`config.mk`:
```
export PLATFORM = sky130hd
export DESIGN_NAME = reservation_station
export DESIGN_NICKNAME = d
export VERILOG_FILES = /design/src/rtl/reservation_station.sv
export SDC_FILE = /design/constraint.sdc
export NUM_CORES = 1
export LEC_CHECK = 0
export ABC_AREA = 0
export ABC_CLOCK_PERIOD_IN_PS = 6900
export BUFFER_PORTS_ARGS = -buffer_cell sky130_fd_sc_hd__buf_2
export CAP_MARGIN = 20
export CORE_ASPECT_RATIO = 1.5
export CORE_MARGIN = 2
export CORE_UTILIZATION = 45
export DETAILED_ROUTE_END_ITERATION = 8
export REMOVE_ABC_BUFFERS = 1
export SYNTH_ARGS = -nofsm -noshare
export SYNTH_HDL_FRONTEND = slang
export SYNTH_SLANG_ARGS = --single-unit
```
`constraint.sdc`:
```
create_clock -name clk -period 6.9 [get_ports clk]
set_clock_uncertainty 0.2 [all_clocks]
set_input_delay 1.035 -clock clk [delete_from_list [all_inputs] [get_ports clk]]
set_output_delay 1.035 -clock clk [all_outputs]
set_load 0.01 [all_outputs]
```
`src/rtl/reservation_station.sv`:
```
// reservation_station
// Per-functional-unit instruction buffer feeding issue_unit. Holds dispatched
// instructions until both source operands are available (either at dispatch
// or via a CDB broadcast), then offers the lowest-index ready entry for issue.
//
// Optional build macro: RS_WAKEUP_BYPASS_EN
//   When defined, a CDB broadcast also wakes entries combinationally, so an
//   entry whose last missing operand is on the CDB this cycle can be selected
//   (and granted) in the same cycle, with cdb_value muxed into out_srcX.
//
// Ports:
//   clk, reset (async, active high), flush (sync clear of all entries)
//   dispatch_*      : new instruction with renamed sources and dest ROB tag
//   rs_full         : every entry valid; dispatch is dropped
//   cdb_*           : result broadcast (tag/value) for operand wakeup
//   issue_grant     : issue_unit takes the selected entry this cycle
//   instr_ready     : some entry has both operands
//   out_ROB_tag/op/src1/src2 : selected entry (all zero when !instr_ready)
//   entry_count     : registered number of valid entries

`ifndef ROB_TAG_LEN
`define ROB_TAG_LEN 5
`endif

module reservation_station #(
  parameter int RS_SIZE = 4,
  parameter int XLEN    = 32,
  parameter int OP_LEN  = 4
) (
  input  logic                        clk,
  input  logic                        reset,
  input  logic                        flush,
  input  logic                        dispatch_valid,
  input  logic [OP_LEN-1:0]           dispatch_op,
  input  logic                        dispatch_src1_valid,
  input  logic [`ROB_TAG_LEN-1:0]     dispatch_src1_tag,
  input  logic [XLEN-1:0]             dispatch_src1_value,
  input  logic                        dispatch_src2_valid,
  input  logic [`ROB_TAG_LEN-1:0]     dispatch_src2_tag,
  input  logic [XLEN-1:0]             dispatch_src2_value,
  input  logic [`ROB_TAG_LEN-1:0]     dispatch_dest_tag,
  output logic                        rs_full,
  input  logic                        cdb_valid,
  input  logic [`ROB_TAG_LEN-1:0]     cdb_tag,
  input  logic [XLEN-1:0]             cdb_value,
  input  logic                        issue_grant,
  output logic                        instr_ready,
  output logic [`ROB_TAG_LEN-1:0]     out_ROB_tag,
  output logic [OP_LEN-1:0]           out_op,
  output logic [XLEN-1:0]             out_src1,
  output logic [XLEN-1:0]             out_src2,
  output logic [$clog2(RS_SIZE):0]    entry_count
);

  localparam int IDX_W = $clog2(RS_SIZE);
  localparam int CNT_W = IDX_W + 1;

  // Entry storage
  logic [RS_SIZE-1:0]      valid_reg;
  logic [RS_SIZE-1:0]      s1_rdy_reg;
  logic [RS_SIZE-1:0]      s2_rdy_reg;
  logic [OP_LEN-1:0]       op_reg     [RS_SIZE];
  logic [`ROB_TAG_LEN-1:0] s1_tag_reg [RS_SIZE];
  logic [`ROB_TAG_LEN-1:0] s2_tag_reg [RS_SIZE];
  logic [XLEN-1:0]         s1_val_reg [RS_SIZE];
  logic [XLEN-1:0]         s2_val_reg [RS_SIZE];
  logic [`ROB_TAG_LEN-1:0] dest_reg   [RS_SIZE];
  logic [CNT_W-1:0]        count_reg;

  // Per-entry wakeup match and the operand view used for selection
  logic [RS_SIZE-1:0]      s1_hit;
  logic [RS_SIZE-1:0]      s2_hit;
  logic [RS_SIZE-1:0]      s1_rdy_eff;
  logic [RS_SIZE-1:0]      s2_rdy_eff;
  logic [XLEN-1:0]         s1_val_eff [RS_SIZE];
  logic [XLEN-1:0]         s2_val_eff [RS_SIZE];
  logic [RS_SIZE-1:0]      ready;

  genvar gi;
  generate
    for (gi = 0; gi < RS_SIZE; gi++) begin : g_entry
      assign s1_hit[gi] = cdb_valid && (s1_tag_reg[gi] == cdb_tag);
      assign s2_hit[gi] = cdb_valid && (s2_tag_reg[gi] == cdb_tag);
`ifdef RS_WAKEUP_BYPASS_EN
      // Same-cycle wakeup: a matching broadcast counts as a ready operand now.
      assign s1_rdy_eff[gi] = s1_rdy_reg[gi] | s1_hit[gi];
      assign s2_rdy_eff[gi] = s2_rdy_reg[gi] | s2_hit[gi];
      assign s1_val_eff[gi] = s1_rdy_reg[gi] ? s1_val_reg[gi] : cdb_value;
      assign s2_val_eff[gi] = s2_rdy_reg[gi] ? s2_val_reg[gi] : cdb_value;
`else
      assign s1_rdy_eff[gi] = s1_rdy_reg[gi];
      assign s2_rdy_eff[gi] = s2_rdy_reg[gi];
      assign s1_val_eff[gi] = s1_val_reg[gi];
      assign s2_val_eff[gi] = s2_val_reg[gi];
`endif
      assign ready[gi] = valid_reg[gi] & s1_rdy_eff[gi] & s2_rdy_eff[gi];
    end
  endgenerate

  // Lowest-index ready entry for issue, lowest-index free entry for dispatch.
  logic             any_ready;
  logic [IDX_W-1:0] sel_idx;
  logic [IDX_W-1:0] free_idx;

  always_comb begin
    any_ready = 1'b0;
    sel_idx   = '0;
    free_idx  = '0;
    for (int i = RS_SIZE - 1; i >= 0; i--) begin
      if (ready[i]) begin
        any_ready = 1'b1;
        sel_idx   = IDX_W'(i);
      end
      if (!valid_reg[i]) begin
        free_idx = IDX_W'(i);
      end
    end
  end

  assign rs_full     = &valid_reg;
  assign entry_count = count_reg;
  assign instr_ready = any_ready;
  assign out_ROB_tag = any_ready ? dest_reg[sel_idx]   : '0;
  assign out_op      = any_ready ? op_reg[sel_idx]     : '0;
  assign out_src1    = any_ready ? s1_val_eff[sel_idx] : '0;
  assign out_src2    = any_ready ? s2_val_eff[sel_idx] : '0;

  // Fullness is judged on registered state, so a same-cycle grant never
  // makes room for a dispatch.
  logic accept;
  logic issue_fire;
  logic d1_hit;
  logic d2_hit;

  assign accept     = dispatch_valid & ~rs_full;
  assign issue_fire = issue_grant & any_ready;
  // A source broadcast in the dispatch cycle would otherwise be missed forever.
  assign d1_hit     = cdb_valid && (dispatch_src1_tag == cdb_tag);
  assign d2_hit     = cdb_valid && (dispatch_src2_tag == cdb_tag);

  // Occupancy: the only state that needs reset/flush.
  always_ff @(posedge clk or posedge reset) begin
    if (reset) begin
      valid_reg <= '0;
      count_reg <= '0;
    end else if (flush) begin
      valid_reg <= '0;
      count_reg <= '0;
    end else begin
      for (int i = 0; i < RS_SIZE; i++) begin
        if (issue_fire && (sel_idx == IDX_W'(i))) valid_reg[i] <= 1'b0;
        if (accept && (free_idx == IDX_W'(i)))    valid_reg[i] <= 1'b1;
      end
      count_reg <= count_reg + CNT_W'(accept) - CNT_W'(issue_fire);
    end
  end

  // Payload: only meaningful while the matching valid bit is set.
  always_ff @(posedge clk) begin
    for (int i = 0; i < RS_SIZE; i++) begin
      if (valid_reg[i] && !s1_rdy_reg[i] && s1_hit[i]) begin
        s1_rdy_reg[i] <= 1'b1;
        s1_val_reg[i] <= cdb_value;
      end
      if (valid_reg[i] && !s2_rdy_reg[i] && s2_hit[i]) begin
        s2_rdy_reg[i] <= 1'b1;
        s2_val_reg[i] <= cdb_value;
      end
      if (accept && (free_idx == IDX_W'(i))) begin
        op_reg[i]     <= dispatch_op;
        dest_reg[i]   <= dispatch_dest_tag;
        s1_tag_reg[i] <= dispatch_src1_tag;
        s2_tag_reg[i] <= dispatch_src2_tag;
        s1_rdy_reg[i] <= dispatch_src1_valid | d1_hit;
        s2_rdy_reg[i] <= dispatch_src2_valid | d2_hit;
        s1_val_reg[i] <= dispatch_src1_valid ? dispatch_src1_value
                       : (d1_hit ? cdb_value : dispatch_src1_value);
        s2_val_reg[i] <= dispatch_src2_valid ? dispatch_src2_value
                       : (d2_hit ? cdb_value : dispatch_src2_value);
      end
    end
  end

endmodule

```
# After elaboration in Yosys (flattened, before gate mapping)
# Memory sizes are Yosys's and may differ from the RTL's.
# Cells that the tools add are included.
[totals] ram_bits=332 mem_count=6 in_bits=128 regBits=15 elab_cells=249 output_inout_bits=78
[op_classes] reduce_logical=69 n_lt_le_gt_ge=1 bitwise_logic=22 n_mux=120 n_eq_ne=16 addsub=2
[memory_table] memory="s1_val_reg" words=4 word_bits=32 rd=4 rd_ports_with_merged_regs=0 write_ports=4 line_no="65" source="logic [XLEN-1:0] s1_val_reg [RS_SIZE];"
[memory_table] memory="s2_val_reg" words=4 word_bits=32 rd=4 rd_ports_with_merged_regs=0 write_ports=4 line_no="66" source="logic [XLEN-1:0] s2_val_reg [RS_SIZE];"
[memory_table] memory="dest_reg" words=4 word_bits=5 rd=1 rd_ports_with_merged_regs=0 write_ports=1 line_no="67" source="logic [`ROB_TAG_LEN-1:0] dest_reg [RS_SIZE];"
[memory_table] memory="s1_tag_reg" words=4 word_bits=5 rd=4 rd_ports_with_merged_regs=0 write_ports=1 line_no="63" source="logic [`ROB_TAG_LEN-1:0] s1_tag_reg [RS_SIZE];"
[memory_table] memory="s2_tag_reg" words=4 word_bits=5 rd=4 rd_ports_with_merged_regs=0 write_ports=1 line_no="64" source="logic [`ROB_TAG_LEN-1:0] s2_tag_reg [RS_SIZE];"
[memory_table] memory="op_reg" words=4 word_bits=4 rd=1 rd_ports_with_merged_regs=0 write_ports=1 line_no="62" source="logic [OP_LEN-1:0] op_reg [RS_SIZE];"
[ops] op="two-way mux 32 bit" n=18
[ops] op="binary-select mux 32 bit (select 2 bit)" n=2
[ops] op="two-way mux 1 bit" n=64
[ops] op="equality test 5 bit" n=10
[ops] op="two-way mux 5 bit" n=10
[ops] op="OR reduction 5 bit" n=9
[ops] op="two-way mux 2 bit" n=20
[ops] op="logical AND 1 bit" n=34
[ops] op="two-way mux 4 bit" n=5
[ops] op="nonzero test 2 bit" n=8
[ops] op="nonzero test 3 bit" n=4
[ops] op="OR reduction 4 bit" n=3
[ops] op="bitwise AND 1 bit" n=10
[ops] op="OR 1 bit" n=10
[ops] op="equality test 2 bit, second input constant" n=4
[ops] op="logical NOT 1 bit" n=8
[ops] op="equality test 2 x 1 -> 1 bit, second input constant" n=2
[ops] op="logical NOT 2 bit" n=2
[ops] op="AND reduction 4 bit" n=1
[ops] op="adder 3 x 1 -> 3 bit" n=1
[ops] op="greater-or-equal comparator 3 bit, second input constant" n=1
[ops] op="two-way mux 3 bit" n=1
[ops] op="inverter 2 -> 3 bit" n=1
[ops] op="subtractor 3 x 1 -> 3 bit" n=1
[ops] op="inverter 1 bit" n=1

# Longest topological paths before layout
[depth] ltp_word=12 ltp_mapped=11 mapped_depth_nobuf=10

# Least setup slack after synthesis
# OpenSTA, ideal clock, no wires.
[synth_timing] path_type="in2reg" start="input cdb_tag[0]" end="register s2_rdy_reg[3], in the netlist s2_rdy_eff[3] (enable)" t_required_ns=6.185 setup_ns=0.515 n_path_buf=1 arrival_time_ns=4.961 path_slack_ns=1.223 path_stages=4 path_cell_list="buf_4 xnor2_1 nand4_1 o41ai_1"
[synth_between] elab_chain_cells=4
[synth_rtl] element="start: declaration" line_no="44" source="input logic [`ROB_TAG_LEN-1:0] cdb_tag,"
[synth_rtl] element="equality test 5 bit" line_no="83" source="assign s2_hit[gi] = cdb_valid && (s2_tag_reg[gi] == cdb_tag);"
[synth_rtl] element="logical AND 1 bit" line_no="83"
[synth_rtl] element="logical AND 1 bit" line_no="165" source="if (valid_reg[i] && !s2_rdy_reg[i] && s2_hit[i]) begin"
[synth_rtl] element="nonzero test 2 bit (no source line)"
[synth_rtl] element="end signal: indexed assignment" line_no="175" source="s2_rdy_reg[i] <= dispatch_src2_valid | d2_hit;"
[synth_rtl] element="end: declaration" line_no="61" source="logic [RS_SIZE-1:0] s2_rdy_reg;"
# Every way passes these cells.
# A chain may end at the register's enable or synchronous reset.

# Worst setup path in the final report
[layout_timing] start="register s2_rdy_reg[2], in the netlist s2_rdy_eff[2]" end="output out_src2[26]"
[layout_between] elab_chain_cells=9 word_cells_on_any_way=12 cone_classes="mux: 10; bitwise: 2"
[layout_rtl] element="bitwise AND 1 bit *" line_no="96" source="assign ready[gi] = valid_reg[gi] & s1_rdy_eff[gi] & s2_rdy_eff[gi];"
[layout_rtl] element="two-way mux 2 bit (3 in a row)" line_no="110" source="if (ready[i]) begin"
[layout_rtl] element="inverter 2 -> 3 bit (not written as such)" line_no="126" source="assign out_src2 = any_ready ? s2_val_eff[sel_idx] : '0;"
[layout_rtl] element="binary-select mux 32 bit (select 2 bit)" line_no="126"
[layout_rtl] element="two-way mux 32 bit (not written as such) (2 in a row)" line_no="126"
[layout_rtl] element="two-way mux 32 bit *" line_no="126"
[layout_rtl] element="end: declaration" line_no="51" source="output logic [XLEN-1:0] out_src2,"
# Mark *: on every way between the ends. The rest lies on a longest branch, timed or not. The select of a mux whose other input is x is not followed.

==> results.toml <==
[outcome]
outcome = "finished, final reports clean"

[sta]
setup_viol_count_final = 0
holdWs_ns = 0.2698
hold_violations = 0
tns_ns = 0
tightest_slew_ns = 1.061
final.min_clock_period_ns = 4.276
max_freq_mhz = 233.9
grt_setup_unrepaired = "no"
slew_headroom_pct = 29.27
slew_viol_final = 0
min_period_over_period_pct = 61.96

[synthesis]
yosys_register_bits = 347
postSynthCellCount = 1112
synth.distinct_cells = 39
yosysWarnings = 0
avgSynthCellArea_sq_um = 15.02
yosysSeqAreaShare_pct = 62.19
netlist_area_sq_mm = 0.01670

[critical_path]
worst-r2r-cell-count = 10
path_max_fanout = 30
crit_arrival_ns = 3.04
max_stage_delay_ns = 0.52
setup.worst_path.end_class = "output port"
crit_type = "flop to output port"
crit_end = "out_src2[26]"
rr_startpoint = "valid_reg[0]"
start_kind = "flop"
rr_endpoint = "entry_count[2]"
slowest_stage = "nor2_4"
reg2reg_slack_ns = 3.50
crit_path_cell_trace = "and3_4, nor2_4, buf_4, a221oi_1, o21ai_0, buf_2"
worstPathRequired_ns = 5.66
startpoint = "s2_rdy_eff[2]"

[drt]
drtIter0Drc = 771
ant_nets = 0
dr.pass1.iters = 5
routedWlPerCell_um = 25.00
drt-total-wl_um = 45170
vias = 10450
drcViolationCount = 0
viasPerCell = 5.780

[worst_hold_path]
hp-class = "primary input to asynchronous set/reset pin"

[global_route]
overflow = 0
grt_usage_pct = 23.20
grt_start_max_net_pins = 77
grt_pass1_vias = 10720
grt_pass1_wl_um = 66850
antenna_found_initial = 8

[die]
core_area_sq_mm = 0.03669
pin_count = 206
rows = 86
initial_core_util_pct = 45.51
die_area_sq_mm = 0.03870
die_h_um = 239.9
dieWidth_um = 161.3

[clock_network]
postCtsSetupBuffers = 0
htreeDepth = 2
clk_latency_ns = 0.53
root_buffer = "clkbuf_16"
cts_buffer_depth = 3
clk_pin_slew_worst_paths_ns = 0.06
cts.sinks = 347
cts_made_buffers = 35
cts_tree = "yes"
cts_resized = 0
hold_buffers = 0

[finish]
syn2layout_area_growth_pct = 15.46
regArea_sq_mm = 0.01039
final_nets = 1426
filler_cell_count = 3154
multiInputGateArea_sq_mm = 0.006018
drive_above_1_share_pct = 41.29

[place]
port_buffers = 205
place.gp.congestion = 0.8163
hpwl_um = 26240

[power_and_ir_drop]
power_leakage_nw = 6.804
powerDensity_mw_per_mm2 = 245.6
worst_ir_drop_vdd_uv = 141.3

[run]
maxCapViolCount = 0
-- worst max-delay path: cells and delay by family, from the launching register on --
family | cells | cell delay (ns)
flip-flops | 1 | 0.45
AND/OR/NAND/NOR | 2 | 0.75
AO/OA/AOI/OAI | 2 | 0.59
buffers and inverters | 2 | 0.70
-- area by class of cell --
class,count,share of cell area (%)
Sequential cell,347,53.86
Clock buffer,50,5.055
Multi-Input combinational cell,680,31.21
Tap cell,484,3.141
Antenna cell,3,0.03894
Inverter,7,0.1363
Clock inverter,12,0.4283
Timing Repair Buffer,224,6.126
-- through the flow --
stage / instance area, sq um / instances / setup WS, ns / utilization [%] / total power [mW]
2_1_floorplan: 16270 / 1034 / 1.412 / - / 2.753
3_3_place_gp: 18200 / 1741 / 3.187 / 49.59 / 2.952
3_5_place_dp: 18200 / 1741 / 3.187 / 49.59 / 2.962
4_1_cts: 19250 / 1803 / 2.601 / 52.47 / 4.772
5_1_grt: 19280 / 1807 / 2.552 / 52.55 / 4.881
6_report: 19280 / 1807 / 2.624 / 52.55 / 4.735
-- kinds of logic after synthesis --
group | count (synthesis) | share of synthesized area, %
compound gates | 245 | 9.455
xor+xnor | 52 | 2.727
fa+ha+maj | 3 | 0.2697
buf+inv | 85 | 2.742
flops | 347 | 62.19
mux | 256 | 19.29
simple gates | 124 | 3.334
-- per-layer routing --
| metal | part of all wire (%) | track usage (%) | wire, um |
|---|---|---|---|
| met5 | 0.11 | 0 | 49 |
| met4 | 3.1 | 8.252 | 1401 |
| met3 | 5.1 | 3.795 | 2319 |
| met2 | 53 | 42.45 | 24050 |
| met1 | 38 | 27.48 | 17350 |
-- worst min-delay path by stage --
| stage | depth (start not counted) | endpoint |
|---|---|---|
| after CTS | 2 | valid_reg[1] |
| after global routing | 2 | valid_reg[1] |
| final | 2 | valid_reg[1] |
| after global placement | 2 | valid_reg[3] |
| after floorplan | 2 | valid_reg[3] |
| after detailed placement | 2 | entry_count[0] |
-- placed cells by master (no fill, tap or decap), types with 10 or more instances in the layout --
cell type,instances
nand4_1,10
clkbuf_1,13
xor2_1,13
clkbuf_16,37
xnor2_1,39
mux2_4,90
buf_4,18
mux2_2,162
edfxtp_1,340
o21ai_0,149
nand2_1,89
buf_2,205
a221oi_1,73
-- where the power goes --
part,internal [mW],switching (mW),total [mW]
Clock,1.02,0.800,1.82
Combinational,0.215,0.271,0.486
Sequential,2.41,0.0222,2.43
Total,3.64,1.09,4.74
-- cells in the mapped netlist --
library cell,number,share of area [%]
nand2b_1,1,0.037
nand2_1,89,2.0
a221oi_1,73,3.8
a21oi_4,3,0.29
mux2_2,162,11
ha_1,2,0.15
o41ai_1,6,0.31
inv_1,7,0.16
clkbuf_1,46,1.0
a21oi_1,8,0.24
o21ai_0,149,4.5
and4_1,1,0.052
mux2_1,4,0.27
nand3_1,6,0.18
o31ai_1,3,0.13
edfxtp_1,340,61
xnor2_1,39,2.0
buf_2,9,0.27
buf_6,14,0.94
nor2_1,6,0.13
nand4b_1,1,0.052
dfrtp_1,7,1.0
mux2_4,90,8.1
and2_1,1,0.037
a21oi_2,1,0.052
buf_1,3,0.067
buf_4,6,0.27
xor2_1,13,0.68
nor3_2,1,0.060
a21o_4,1,0.090
nor2b_1,1,0.037
nand4_1,10,0.37
or2_0,1,0.037
nor4_4,1,0.13
or3_1,1,0.037
and3_1,3,0.11
and3b_1,1,0.052
fa_1,1,0.12
a31oi_1,1,0.037
Note: power is estimated with default switching activity, not from simulation.
